==> config.mk <==
export PLATFORM = sky130hd
export DESIGN_NAME = halflife_seq
export DESIGN_NICKNAME = d
export VERILOG_FILES = /design/src/rtl/halflife_pkg.sv /design/src/rtl/halflife_tick_timer.sv /design/src/rtl/halflife_seq.sv
export SDC_FILE = /design/constraint.sdc
export NUM_CORES = 1
export LEC_CHECK = 0
export ABC_AREA = 0
export CAP_MARGIN = 20
export CORE_MARGIN = 3
export CORE_UTILIZATION = 35
export DETAILED_ROUTE_END_ITERATION = 12
export SLEW_MARGIN = 20
export SYNTH_ARGS = -nofsm -noshare
export SYNTH_HDL_FRONTEND = slang
export SYNTH_HIERARCHICAL = 1
export SYNTH_SLANG_ARGS = --single-unit
==> constraint.sdc <==
create_clock -name clk -period 3.4 [get_ports clk]
set_input_delay 0.85 -clock clk [delete_from_list [all_inputs] [get_ports clk]]
set_output_delay 0.85 -clock clk [all_outputs]
set_load 0.01 [all_outputs]
==> src/rtl/halflife_pkg.sv <==
// Shared types for the half-life decay sequencer: FSM states and the
// one-hot command encoding driven onto the counter's up/down/load pins.
package halflife_pkg;

  typedef enum logic [2:0] {
    IDLE,
    LOAD,
    WAIT,
    STEP,
    DONE
  } state_t;

  localparam int CMD_W = 3;
  typedef logic [CMD_W-1:0] cmd_t;

  // Bit order matches {load, down, up}; one-hot-or-zero by construction.
  localparam cmd_t CMD_NONE = 3'b000;
  localparam cmd_t CMD_UP   = 3'b001;
  localparam cmd_t CMD_DOWN = 3'b010;
  localparam cmd_t CMD_LOAD = 3'b100;

  function automatic logic is_busy(input state_t s);
    return (s == LOAD) || (s == WAIT) || (s == STEP);
  endfunction

endpackage

==> src/rtl/halflife_tick_timer.sv <==
// Tick prescaler: counts tick strobes while enabled and fires a one-cycle
// expire on the tick that completes a period; a period of 0 behaves as 1.
module halflife_tick_timer #(
  parameter int TW = 8
) (
  input  logic          clk,
  input  logic          rst_n,
  input  logic          clear,
  input  logic          en,
  input  logic          tick,
  input  logic [TW-1:0] period,
  output logic          expire
);

  logic [TW-1:0] count;
  logic [TW-1:0] last;

  assign last   = (period == '0) ? '0 : period - TW'(1);
  assign expire = en && tick && (count == last);

  always_ff @(posedge clk or negedge rst_n) begin
    if (!rst_n) begin
      count <= '0;
    end else if (clear || expire) begin
      count <= '0;
    end else if (en && tick) begin
      count <= count + TW'(1);
    end
  end

endmodule

==> src/rtl/halflife_seq.sv <==
// Half-life decay initiator: loads a quantity into the external counter and
// halves it once per timer period with runs of down pulses, tracking a shadow.
module halflife_seq #(
  parameter int N  = 4,
  parameter int TW = 8,
  parameter int HW = 4
) (
  input  logic          clk,
  input  logic          rst_n,
  input  logic          start,
  input  logic          abort,
  input  logic          inject,
  input  logic          tick_en,
  input  logic [N-1:0]  init_q,
  input  logic [TW-1:0] half_period,
  input  logic [N-1:0]  cnt_out,
  output logic          up,
  output logic          down,
  output logic          load,
  output logic [N-1:0]  load_val,
  output logic          busy,
  output logic          done,
  output logic          err,
  output logic [HW-1:0] half_lives
);
  import halflife_pkg::*;

  localparam logic [N-1:0] ONE = N'(1);

  state_t        state, state_d;
  cmd_t          cmd_q, cmd_d;
  logic          busy_d, done_d;
  logic [N-1:0]  shadow, shadow_eff, target, init_cap;
  logic [TW-1:0] hp_cap;
  logic          accept, expire, chk_skip, last_down;

  assign accept    = ((state == IDLE) || (state == DONE)) && start && !abort;
  assign last_down = (state == STEP) && ((shadow - ONE) == target);

  // Commands are registered, so the shadow value that the counter will hold
  // after this edge already includes whatever command is on the pins now.
  always_comb begin
    shadow_eff = shadow;
    unique case (cmd_q)
      CMD_UP:   shadow_eff = shadow + ONE;
      CMD_DOWN: shadow_eff = shadow - ONE;
      CMD_LOAD: shadow_eff = init_cap;
      default:  shadow_eff = shadow;
    endcase
  end

  halflife_tick_timer #(
    .TW(TW)
  ) u_timer (
    .clk    (clk),
    .rst_n  (rst_n),
    .clear  (accept),
    .en     (state == WAIT),
    .tick   (tick_en),
    .period (hp_cap),
    .expire (expire)
  );

  always_ff @(posedge clk or negedge rst_n) begin
    if (!rst_n) begin
      state <= IDLE;
    end else begin
      state <= state_d;
    end
  end

  always_comb begin
    state_d = state;
    if (abort) begin
      state_d = IDLE;
    end else begin
      unique case (state)
        IDLE, DONE: if (start) state_d = LOAD;
        LOAD:       state_d = (init_cap == '0) ? DONE : WAIT;
        WAIT:       if (expire) state_d = STEP;
        STEP:       if (last_down) state_d = (target == '0) ? DONE : WAIT;
        default:    state_d = IDLE;
      endcase
    end
  end

  always_comb begin
    cmd_d = CMD_NONE;
    unique case (state_d)
      LOAD: cmd_d = CMD_LOAD;
      STEP: cmd_d = CMD_DOWN;
      WAIT: if ((state == WAIT) && inject && !expire && (shadow_eff != '1)) cmd_d = CMD_UP;
      default: cmd_d = CMD_NONE;
    endcase
    busy_d = is_busy(state_d);
    done_d = (state_d == DONE);
  end

  always_ff @(posedge clk or negedge rst_n) begin
    if (!rst_n) begin
      cmd_q <= CMD_NONE;
      busy  <= 1'b0;
      done  <= 1'b0;
    end else begin
      cmd_q <= cmd_d;
      busy  <= busy_d;
      done  <= done_d;
    end
  end

  assign {load, down, up} = cmd_q;
  assign load_val         = init_cap;

  always_ff @(posedge clk or negedge rst_n) begin
    if (!rst_n) begin
      shadow     <= '0;
      target     <= '0;
      init_cap   <= '0;
      hp_cap     <= '0;
      err        <= 1'b0;
      half_lives <= '0;
      chk_skip   <= 1'b0;
    end else begin
      shadow   <= shadow_eff;
      // The counter settles one cycle after any command; skip that cycle.
      chk_skip <= (cmd_q != CMD_NONE);
      if (accept) begin
        init_cap <= init_q;
        hp_cap   <= half_period;
      end
      if ((state == WAIT) && (state_d == STEP)) begin
        target <= shadow_eff >> 1;
      end
      if (accept) begin
        err <= 1'b0;
      end else if ((state == WAIT) && !chk_skip && (cnt_out != shadow)) begin
        err <= 1'b1;
      end
      if (accept) begin
        half_lives <= '0;
      end else if (last_down && !abort && (half_lives != '1)) begin
        half_lives <= half_lives + HW'(1);
      end
    end
  end

endmodule

Word-level counts from Yosys, hierarchy flattened. Index checks and enable logic that the tools add are counted. W data, S select, Z words.

Muxes and demuxes: 17. Equality and inequality tests: 16. Reduce and logical (&&, ||, !) cells: 29. Add/subtract/negate cells: 5.

Operator list (count): $mux W8 (3); $mux W3 (6); $eq A3 B2 Y1 const B (5); $logic_and A1 B1 Y1 (13); $pmux W3 S4 (1); $pmux W4 S3 (1); $eq A3 B1 Y1 const B (3); $eq A3 B3 Y1 const B (3); $pmux W3 S3 (1); $add A4 B1 Y4 const B (2); $add A8 B1 Y8 const B (1); $eq A8 B8 Y1 (1); $logic_not A4 Y1 (2); $logic_not A8 Y1 (1); $mux W4 (2); $ne A4 B4 Y1 const B (2); $sub A8 B1 Y8 const B (1); $reduce_bool A2 Y1 (3); $eq A4 B3 Y1 (1); $logic_or A1 B1 Y1 (4); $ne A4 B4 Y1 (1); $sub A4 B1 Y4 const B (1); $logic_not A1 Y1 (3); $logic_not A3 Y1 (1); 3 further kinds (5).

Output and inout bits: 14. Flip-flop bits (word level): 41. Word-level logic and storage cells: 79. Input bits: 22.

Logic depth before layout (Yosys ltp). Gate-level depths: netlist (run 1).

Word-level depth: 10. Gate-level depth with buffers: 14. Gate-level depth less buffers: 13.

Cells and area by module. The synthesis (run 1) kept the hierarchy.

By module, submodules not included: halflife_seq (cells each 176, area each 1879.3 um2, sequential area each 825.8 um2, times used 1); halflife_tick_timer (cells each 111, area each 928.4 um2, sequential area each 200.2 um2, times used 1).

Least setup slack after synthesis (run 1). No wires, ideal clock.

Path type: reg-to-reg. Start: register hp_cap[0]. End: register cmd_q[1]. Period minus slack after synthesis: 3.018 ns. Cell stages (with the launch flop): 15. Arrival time: 2.938 ns. Path buffers: 1. Setup slack: 0.382 ns. Library setup time: 0.080 ns. Required time: 3.320 ns. Cells stage by stage: dfrtp_1 -> inv_1 -> ha_1 -> buf_4 -> nor4b_1 -> a211oi_1 -> o32ai_1 -> a21oi_1 -> and2_1 -> nor4b_1 -> nand3b_1 -> a21oi_1 -> nor3_1 -> a211oi_2 -> nor3b_2.

Cells in the longest elaborated chain, start to end: 9. Elaborated cells between the ends (all ways): 12. Classes of those cells: add/sub: 1; eq/ne: 4; mux: 5; reduce/logical: 2.

Ends and longest elaborated chain: from (decl) (line halflife_seq.sv:34) `logic [TW-1:0] hp_cap;`; from (signal assigned) (line halflife_seq.sv:129) `hp_cap <= half_period;`; $sub A8 B1 Y8 / $logic_not A8 Y1 (equally long branches) (line halflife_tick_timer.sv:18) `assign last = (period == '0) ? '0 : period - TW'(1);`; $mux W8 (*) (line halflife_tick_timer.sv:18); $eq A8 B8 Y1 (*) (line halflife_tick_timer.sv:19) `assign expire = en && tick && (count == last);`; $logic_and A1 B1 Y1 (*) (line halflife_tick_timer.sv:19); via expire (line halflife_seq.sv:35) `logic accept, expire, chk_skip, last_down;`; $mux W3 (*) (line halflife_seq.sv:80) `WAIT: if (expire) state_d = STEP;`; $pmux W3 S4 (*) (line halflife_seq.sv:77) `unique case (state)`; $mux W3 (*) (line halflife_seq.sv:74) `if (abort) begin`; via state_d[0] (line halflife_seq.sv:30) `state_t state, state_d;`; $eq A3 B2 Y1 / $eq A3 B1 Y1 (equally long branches) (line halflife_seq.sv:89) `unique case (state_d)`; $pmux W3 S3 (*) (line halflife_seq.sv:89); via cmd_d[1] (line halflife_seq.sv:31) `cmd_t cmd_q, cmd_d;`; to (signal assigned) (line halflife_seq.sv:105) `cmd_q <= cmd_d;`; to (decl) (line halflife_seq.sv:31).

The timed path passes the listed nets; every way through them passes the cells marked *. A chain may end at the register's enable or synchronous reset.

Worst setup path in the final report (run 1). Ends and elaborated chain as after synthesis.

==> impl_results.md, run 1 <==
* M2 GR Usage at 24.6%
* CP Max Fanout at 10
* Startpoint Class: flip-flop
* Initial antenna violation count at 0
* Placement Rows at 32
* Fraction of power consumed by sequential logic at 38.0%
* Library cells used by synthesis at 67
* Root buffer cell: clkbuf_8
* Clock Sinks at 41
* # DRC at 0
* First drt pass iteration count at 4
* Peak Freq at 321 MHz
* Clk buf depth at 2
* GRT met1 Usage at 20.5%
* Most common cell after layout, fill and taps aside: dfrtp_1
* Dominant cells by area after synthesis: dfrtp_1 37%, mux2_2 5.2%, xnor2_1 3.7%, nor3_1 2.9%, nor2_1 2.7%
* CTS tree: yes
* Vias at 2,247
* CTS HTree Levels at 2
* Die W at 95.6 um
* Die Y at 95.6 um
* Internal power at 1.28 mW
* Final setup margin at 0.286 ns
* Final Hold Fails at 0
* Post-detail-place hpwl at 4600 um
* Slew headroom at 38.1%
* Fin. max-slew vios at 0
* Pwr/cell area at 635 mW/mm2
* Remaining antenna violation count at 0
* Largest net degree at the start of global routing at 42
* Setup Slack @ Placement at 0.0919 ns
* Core ar. at 0.00777 mm2
* Maximum VDD drop at 260 uV
* Post-synthesis cell area at 0.00281 mm2
* Sequential fraction of the synthesis area at 36.5%
* # Post-CTS Setup Buffers at 0
* Congestion Overflow GR at 0
* Area fraction of the dominant cell type after synthesis at 36.5%
* Area of the multi-input gates at 0.00166 mm2
* Final clock skew at 0.0149 ns
* Total of fill cells in the finished design at 771
* Period Utilization, post-route at 91.6%
* Final net count at 340
* Wire per inst at 15.3 um
* DRT iter0 DRCs at 60
* Vias/cell at 5.40
* Gpl congestion at 0.805
* M3 GR Usage at 2.84%
* Avg Cell Area, Syn at 9.78 um2
* Logic pwr share at 42.5%
* DP Area at 0.00319 mm2
* Post-layout util at 43.0%
* Worst slew pin tran at 0.929 ns
* Vias in the first global route at 2,140
* Final setup vio count at 0
* First-pass GRT wire length at 10,700 um
* Final TNS setup at 0 ns
* Max-cap violations at 0
* Ys flop type: dfrtp_1
* Dpl cells at 408
* Die area at 0.00913 mm2
* Gr usage total at 15.0%
* Diodes inserted at 0
* Most frequent cells in the layout: 41 x dfrtp_1, 34 x clkdlybuf4s50_1, 20 x nor2_1
* Total power at 2.12 mW
* WS Path Type: flip-flop to flip-flop
* Cell taking the most area after synthesis: dfrtp_1
* Crit path capture type: flip-flop
* FF+latch area at 0.00103 mm2
* Register bit total from synthesis at 41
* Crit path DAT at 3.34 ns
* Area growth syn-to-layout at 18.9%
* Clock share of power at 19.5%
* Cell count after synthesis at 287
* Hold Slack at 0.520 ns
* Worst min path class: flip-flop to flip-flop
* Status: complete, no violations
* Routed wire length at 6380 um
* Fin cells at 416
* Reg clk slew, reported paths at 0.09 ns
* Leak Pwr at 1.32 nW
* Synth warn at 6
* I/O Buffers at 35
* Total I/O pin count at 36
* Post-synth EDFFs at 0
* Syn Nets at 314
* Switching Fraction at 39.8%
* RSZ-0062 raised after global routing: no
* Gr busiest metal: met2
* Clk_lat worst skew at 0.30 ns
* Req. time, crit path at 3.62 ns
* P_sw at 0.844 mW
* Share of layout cells above drive strength 1 at 15.6%
* Final worst path period need at 3.11 ns
* Total CTS buffers at 5
* Async SR Flop Fraction at 100%
* Initial Utilization at 36.1%
* Final instance area at 0.00334 mm2
-- logic make-up (layout without fill, tap and decap cells) --
group	after synthesis	after routing	share of synthesized area (%)
and+or+nand+nor	115	115	24.6
AOI/OAI and AO/OA	54	54	15.4
DFF	41	41	36.5
buffers and inverters	29	56	5.48
muxes	22	22	8.69
xor gates and xnor gates	20	20	6.73
adders and majority gates	6	6	2.58
-- power groups by stage --
| stage | Combinational, mW | Clock (mW) | Sequential (mW) |
|---|---|---|---|
| global route | 0.986 | 0.446 | 0.838 |
| CTS | 0.893 | 0.427 | 0.804 |
| floorplan | 0.753 | 0 | 0.709 |
| finish | 0.900 | 0.413 | 0.806 |
| detailed placement | 0.885 | 0 | 0.812 |
| global placement | 0.879 | 0 | 0.814 |
-- critical path, stage by stage, from the launching register on --
cell and delay, ns:
dfrtp_1 0.44, inv_1 0.08, ha_2 0.28, or4b_4 0.54, o41ai_4 0.37, nor2_1 0.07, nor2_1 0.12, nor4b_2 0.23
buf_4 0.17, nand3b_1 0.07, a21oi_1 0.18, nor3_1 0.08, a211oi_2 0.23, nor3b_2 0.18
-- flip-flops by register name, summed over array words and instances (netlist names) --
name and flops:
done 1, chk_skip 1, shadow 4, u_timer/count 8, hp_cap 8, target 3, half_lives 4, state 3
err 1, cmd_q 3, busy 1, load_val 4
-- cells in the mapped netlist, types with 7 or more instances --
master    number
a21oi_1       12
nand2_1       12
xnor2_1       12
nand4_1        7
nor2_1        20
inv_1          8
xor2_1         7
buf_2          9
mux2_2        13
nand3_1        8
nand2b_1       8
nor3_1        16
dfrtp_1       41
-- metal layers --
layer	part of all wire (%)	up-vias
li1	-	1113
met1	47	1104
met2	49	24
met5	0	-
met3	2.6	6
met4	0.74	0
-- cell type report --
| type | count | share of cell area [%] |
|---|---|---|
| timing repair buffer | 39 | 11.2 |
| clock inverter | 1 | 0.900 |
| multi-input combinational | 217 | 49.7 |
| clock buffer | 7 | 2.59 |
| sequential | 41 | 30.7 |
| inverter | 9 | 1.01 |
| tap | 102 | 3.82 |
-- path summary, 6_finish.rpt --
kind / start / to / slack, ns / depth (start not counted)
hold / removal: err / err / 0.52 / 2
setup reg to reg: hp_cap[0] / cmd_q[1] / 0.29 / 13
min in group asynchronous: rst_n / load_val[3] / 0.69 / 1
hold reg to reg: err / err / 0.52 / 2
max in group asynchronous: rst_n / shadow[3] / 2.13 / 1
setup / recovery: hp_cap[0] / cmd_q[1] / 0.29 / 13
-- timing repair --
item | in CTS | in global routing
hold buffers | 0 | 0
gates resized for setup | 0 | 5
endpoints found under the setup margin | 0 | 2
(Power assumes the default switching activity.)
==> run 2: changes to the inputs <==
Settings changed: RECOVER_POWER set to 25.
==> impl_results.md, run 2 (synthesis results as in run 1) <==
* Status: complete, but fails checks
* Failing checks: capacitance limit, slew limit
* Leak Pwr at 1.32 nW (-0.21%)
* Wire per inst at 15.3 um (about the same)
* Initial Utilization at 36.1% (unchanged)
* Total of fill cells in the finished design at 771 (unchanged)
* Gr usage total at 15.0% (unchanged)
* GRT met1 Usage at 20.5% (unchanged)
* Clk buf depth at 2 (unchanged)
* M3 GR Usage at 2.84% (unchanged)
* Largest net degree at the start of global routing at 42 (unchanged)
* Total I/O pin count at 36 (unchanged)
* Area of the multi-input gates at 0.00166 mm2 (unchanged)
* Reg clk slew, reported paths at 0.09 ns (about the same)
* Final net count at 340 (unchanged)
* Crit path capture type: flip-flop
* M2 GR Usage at 24.6% (unchanged)
* First drt pass iteration count at 4 (unchanged)
* Initial antenna violation count at 0 (unchanged)
* Biggest regs: hp_cap x8, u_timer/count x8
* Final clock skew at 0.0149 ns (unchanged)
* DP Area at 0.00319 mm2 (unchanged)
* Worst reg-to-reg path cell count at 13 (unchanged)
* Vias at 2,247 (unchanged)
* Gr busiest metal: met2
* Die W at 95.6 um (unchanged)
* Vias in the first global route at 2,140 (unchanged)
* Crit-path most repeated cell: nor2_1
* CP max-delay cell: or4b_4
* CP Depth at 13 (unchanged)
* Crit path DAT at 3.34 ns (about the same)
* Post-detail-place hpwl at 4600 um (unchanged)
* # DRC at 0 (unchanged)
* Startpoint Class: flip-flop
* Worst Setup SP: hp_cap[0]
* Remaining antenna violation count at 0 (unchanged)
* Area growth syn-to-layout at 18.8% (about the same)
* Share of layout cells above drive strength 1 at 15.3% (-0.32 points)
* Diodes inserted at 0 (unchanged)
* Most common cell after layout, fill and taps aside: dfrtp_1
* Maximum VDD drop at 260 uV (about the same)
* Placement Rows at 32 (unchanged)
* Slew headroom at -48.2% (-86 points)
* Final Hold Fails at 0 (unchanged)
* I/O Buffers at 35 (unchanged)
* Total power at 2.12 mW (about the same)
* Fin. max-slew vios at 42 (+42)
* WP buf/inv at 2 (unchanged)
* Worst R2R End: cmd_q[1]
* Most frequent cells in the layout: 41 x dfrtp_1, 34 x clkdlybuf4s50_1, 20 x nor2_1
* Die Y at 95.6 um (unchanged)
* Fin cells at 416 (unchanged)
* Routed wire length at 6380 um (about the same)
* CTS tree: yes
* CP Capture Point: cmd_q[1]
* FF+latch area at 0.00103 mm2 (unchanged)
* Req. time, crit path at 3.62 ns (about the same)
* CP Max Fanout at 10 (unchanged)
* Cell family with most CP delay: simple AND/OR/NAND/NOR gates
* Gpl congestion at 0.805 (unchanged)
* Dpl cells at 408 (unchanged)
* Root buffer cell: clkbuf_8
* Cell Chain, Critical Path: inv_1 -> ha_2 -> or4b_4 -> o41ai_4 -> nor2_1 -> nor2_1 -> nor4b_2 -> buf_4 -> nand3b_1 -> a21oi_1 -> nor3_1 -> a211oi_2 -> nor3b_2
* Worst slew pin tran at 2.22 ns (+1.29 ns)
* Worst min path class: flip-flop to flip-flop
* R2R Setup Slk at 0.29 ns (about the same)
* First-pass GRT wire length at 10,700 um (unchanged)
* Final instance area at 0.00334 mm2 (about the same)
* Core ar. at 0.00777 mm2 (unchanged)
* Final worst path period need at 3.11 ns (-0.00000100 ns)
* Period Utilization, post-route at 91.6% (about the same)
* Crit-path max cell delay at 0.54 ns (about the same)
* Reg2reg start: hp_cap[0]
* DRT iter0 DRCs at 60 (unchanged)
* Vias/cell at 5.40 (unchanged)
* Die area at 0.00913 mm2 (unchanged)
* Pwr/cell area at 635 mW/mm2 (about the same)
* WS Path Type: flip-flop to flip-flop
* Final setup vio count at 0 (unchanged)
* CTS HTree Levels at 2 (unchanged)
* # Post-CTS Setup Buffers at 0 (unchanged)
* Total CTS buffers at 5 (unchanged)
* RSZ-0062 raised after global routing: no
* Max-cap violations at 1 (+1)
* Peak Freq at 321 MHz (unchanged)
* Clock Sinks at 41 (unchanged)
* Congestion Overflow GR at 0 (unchanged)
* Clk_lat worst skew at 0.30 ns (about the same)
* Final TNS setup at 0 ns (unchanged)
-- run 2: cell types whose count changed in the layout (fill, tap and decap cells not counted) --
cell	previous run	this run
buf_2	1	0
clkbuf_1	1	2
-- run 2: report_power, final --
part	leakage, nW	internal (mW)	total, mW	switching (mW)
sequential	0.530	0.592	0.806	0.214
combinational	0.734	0.444	0.900	0.456
clock	0.0585	0.240	0.413	0.173
-- run 2: cell type report --
| class | instances | share of cell area, % |
|---|---|---|
| multi-input cells | 217 | 49.7 |
| clock buffers | 7 | 2.59 |
| repair buffers | 39 | 11.2 |
| inverters | 9 | 1.01 |
| well taps | 102 | 3.83 |
| flip-flops and latches | 41 | 30.8 |
| clock inverters | 1 | 0.900 |
-- run 2: per-layer routing --
layer / share of wire (%) / wire [um]
met1: 47 / 3020
met2: 49 / 3150
met3: 2.6 / 168
met4: 0.74 / 47
met5: 0 / 0
-- run 2: worst register-to-register path, stage by stage, from the launching register on --
cell and delay (ns):
dfrtp_1 0.44, inv_1 0.08, ha_2 0.28, or4b_4 0.55, o41ai_4 0.37, nor2_1 0.07, nor2_1 0.12, nor4b_2 0.23
buf_4 0.17, nand3b_1 0.07, a21oi_1 0.18, nor3_1 0.08, a211oi_2 0.23, nor3b_2 0.18
-- run 2: through the flow --
stage	setup WS, ns	hold slack, ns	utilization [%]
global route	0.0624	0.567	42.9
global placement	0.249	0.490	41.1
detailed placement	0.0919	0.509	41.1
floorplan	0.382	0.475	-
finish	0.286	0.520	42.9
CTS	0.0441	0.526	42.6
-- run 2: what timing repair did --
action | CTS | global route
setup endpoints to repair | 0 | 2
gates resized for setup | 0 | 5
hold buffers | 0 | 0
-- run 2: worst min-delay path by stage --
stage / slack, ns / startpoint / endpoint / cells after the start
after floorplan: 0.48 / hp_cap[4] / hp_cap[4] / 1
after global placement: 0.49 / err / err / 2
after detailed placement: 0.51 / err / err / 2
after CTS: 0.53 / err / err / 2
after global routing: 0.57 / err / err / 2
final: 0.52 / err / err / 2
==> run 3: changes to the inputs <==
Settings changed: CTS_CLUSTER_SIZE set to 8, PLACE_DENSITY set to 0.67.
==> impl_results.md, run 3 (synthesis results as in run 1) <==
* WS Path Type: flip-flop to flip-flop
* First-pass GRT wire length at 10,700 um (about the same)
* Largest net degree at the start of global routing at 42 (unchanged)
* Area growth syn-to-layout at 19.6%
* Vias/cell at 5.53 (+2.5%)
* Final Hold Fails at 0 (unchanged)
* Root buffer cell: clkbuf_8
* Final worst path period need at 3.05 ns (-0.0643 ns)
* Crit path DAT at 3.27 ns (-0.07 ns)
* Post-cts resize count at 0 (unchanged)
* Final setup vio count at 0 (unchanged)
* Fin. max-slew vios at 42 (unchanged)
* Req. time, crit path at 3.62 ns (about the same)
* Routed wire length at 6370 um (-0.20%)
* Internal power at 1.28 mW (+0.70%)
* Crit-path most repeated cell: a21oi_1
* Worst slew pin tran at 2.22 ns (-0.00423 ns)
* DRT iter0 DRCs at 80 (+33%)
* FF+latch area at 0.00103 mm2 (unchanged)
* Slew headroom at -47.9% (+0.28 points)
* Core ar. at 0.00777 mm2 (unchanged)
* P_sw at 0.853 mW (+1.1%)
* Biggest regs: hp_cap x8, u_timer/count x8
* Startpoint Class: flip-flop
* Crit path capture type: flip-flop
* Die Y at 95.6 um (unchanged)
* Final clock skew at 0.0138 ns (-0.00107 ns)
* GRT met1 Usage at 19.7% (-0.77 points)
* Setup Slack @ Placement at 0.298 ns (+0.206 ns)
* CTS Hold Buffers Added at 0 (unchanged)
* CP Max Fanout at 6 (-4)
* Final setup margin at 0.350 ns (+0.0643 ns)
* Leak Pwr at 1.33 nW (+0.86%)
* Total of fill cells in the finished design at 760 (-1.4%)
* M3 GR Usage at 3.63% (+0.79 points)
* Fin cells at 417 (+0.24%)
* Gpl congestion at 0.904 (+12%)
* Switching Fraction at 39.9% (+0.096 points)
* Gr usage total at 14.7% (-0.28 points)
* # DRC at 0 (unchanged)
* I/O Buffers at 35 (unchanged)
* Die area at 0.00913 mm2 (unchanged)
* Cell Chain, Critical Path: inv_1 -> ha_1 -> nor4b_2 -> a211oi_1 -> o32ai_1 -> a21oi_1 -> and2_1 -> nor4b_1 -> buf_4 -> nand3b_1 -> a21oi_1 -> nor3_1 -> a211oi_2 -> nor3b_2
* Diodes inserted at 0 (unchanged)
* First drt pass iteration count at 4 (unchanged)
* Clk_lat worst skew at 0.30 ns (about the same)
* Total CTS buffers at 5 (unchanged)
* Crit-path max cell delay at 0.44 ns (-0.10 ns)
* Final instance area at 0.00336 mm2 (+0.68%)
* Clk buf depth at 2 (unchanged)
* Status: complete, but fails checks
* Fraction of power consumed by sequential logic at 37.6% (-0.5 points)
* Post-layout util at 43.2% (+0.29 points)
* DP Area at 0.00321 mm2 (+0.63%)
* Logic pwr share at 42.8% (+0.3 points)
* CP max-delay cell: dfrtp_1
* Gr busiest metal: met2
* Wire per inst at 15.3 um (-0.44%)
* Worst min path class: flip-flop to flip-flop
* Share of layout cells above drive strength 1 at 15.6% (+0.27 points)
* Total power at 2.14 mW (+0.86%)
* Area of the multi-input gates at 0.00166 mm2 (+0.15%)
* Vias in the first global route at 2,198 (+2.7%)
* Dpl cells at 409 (+0.25%)
* Total I/O pin count at 36 (unchanged)
* CTS tree: yes
* Initial antenna violation count at 0 (unchanged)
* Placement Rows at 32 (unchanged)
* # Post-CTS Setup Buffers at 0 (unchanged)
* CTS HTree Levels at 2 (unchanged)
* Pwr/cell area at 637 mW/mm2 (+0.18%)
* Clock Sinks at 41 (unchanged)
* Period Utilization, post-route at 89.7% (-1.9 points)
* M2 GR Usage at 22.9% (-1.7 points)
* Remaining antenna violation count at 0 (unchanged)
* Most frequent cells in the layout: 41 x dfrtp_1, 34 x clkdlybuf4s50_1, 20 x nor2_1
* Most common cell after layout, fill and taps aside: dfrtp_1
* Clock share of power at 19.6% (about the same)
* Max-cap violations at 1 (unchanged)
* Die W at 95.6 um (unchanged)
* Vias at 2,308 (+2.7%)
* Maximum VDD drop at 250 uV (-4.1%)
* Congestion Overflow GR at 0 (unchanged)
* Failing checks: capacitance limit, slew limit
* Peak Freq at 328 MHz (+2.1%)
* Initial Utilization at 36.1% (unchanged)
* Reg clk slew, reported paths at 0.09 ns (about the same)
* Final net count at 341 (+0.29%)
* Post-detail-place hpwl at 4640 um (+0.72%)
## run 3: cell count changes in the layout (fill, tap and decap cells not counted), sizes merged
cell  change
buf       +1
## run 3: area by class of cell
cell class,count,area share [%]
repair buffers,40,11.7
well taps,102,3.80
flip-flops and latches,41,30.6
multi-input cells,217,49.4
clock buffers,7,2.57
clock inverters,1,0.894
inverters,9,1.01
## run 3: power by group through the flow
stage                     registers, mW  logic, mW  clock network [mW]
final                             0.803      0.916               0.419
after global routing              0.832       1.01               0.447
after CTS                         0.797      0.897               0.429
after detailed placement          0.807      0.894                   0
after global placement            0.805      0.883                   0
after floorplan                   0.709      0.753                   0
## run 3: metrics by stage
step	hold slack, ns	TNS [ns]
floorplan	0.475	0
finish	0.524	0
global placement	0.488	0
CTS	0.517	0
global route	0.576	-0.0255
detailed placement	0.499	0
## run 3: worst max-delay path: cells and delay by family, from the launching register on
family	cells	cell delay [ns]
AND/OR/NAND/NOR	6	1.10
buffers and inverters	2	0.25
adder cells (fa/ha/maj)	1	0.25
AO/OA/AOI/OAI	5	0.93
flip-flops	1	0.44
## run 3: path summary, 6_finish.rpt
kind                               endpoint      start  cells after the start  slack (ns)
setup reg to reg                   cmd_q[1]  hp_cap[0]                     14        0.35
min in group asynchronous         target[1]      rst_n                      1        1.20
hold / removal                          err        err                      2        0.52
max in group asynchronous  u_timer/count[5]      rst_n                      1        0.93
hold reg to reg                         err        err                      2        0.52
setup / recovery                   cmd_q[1]  hp_cap[0]                     14        0.35
## run 3: layer usage
metal	up-vias	part of all wire [%]	routed length [um]
met1	1118	45	2890
met3	14	4.9	309
met2	62	47	3020
li1	1114	-	-
met5	-	0	0
met4	0	2.3	148
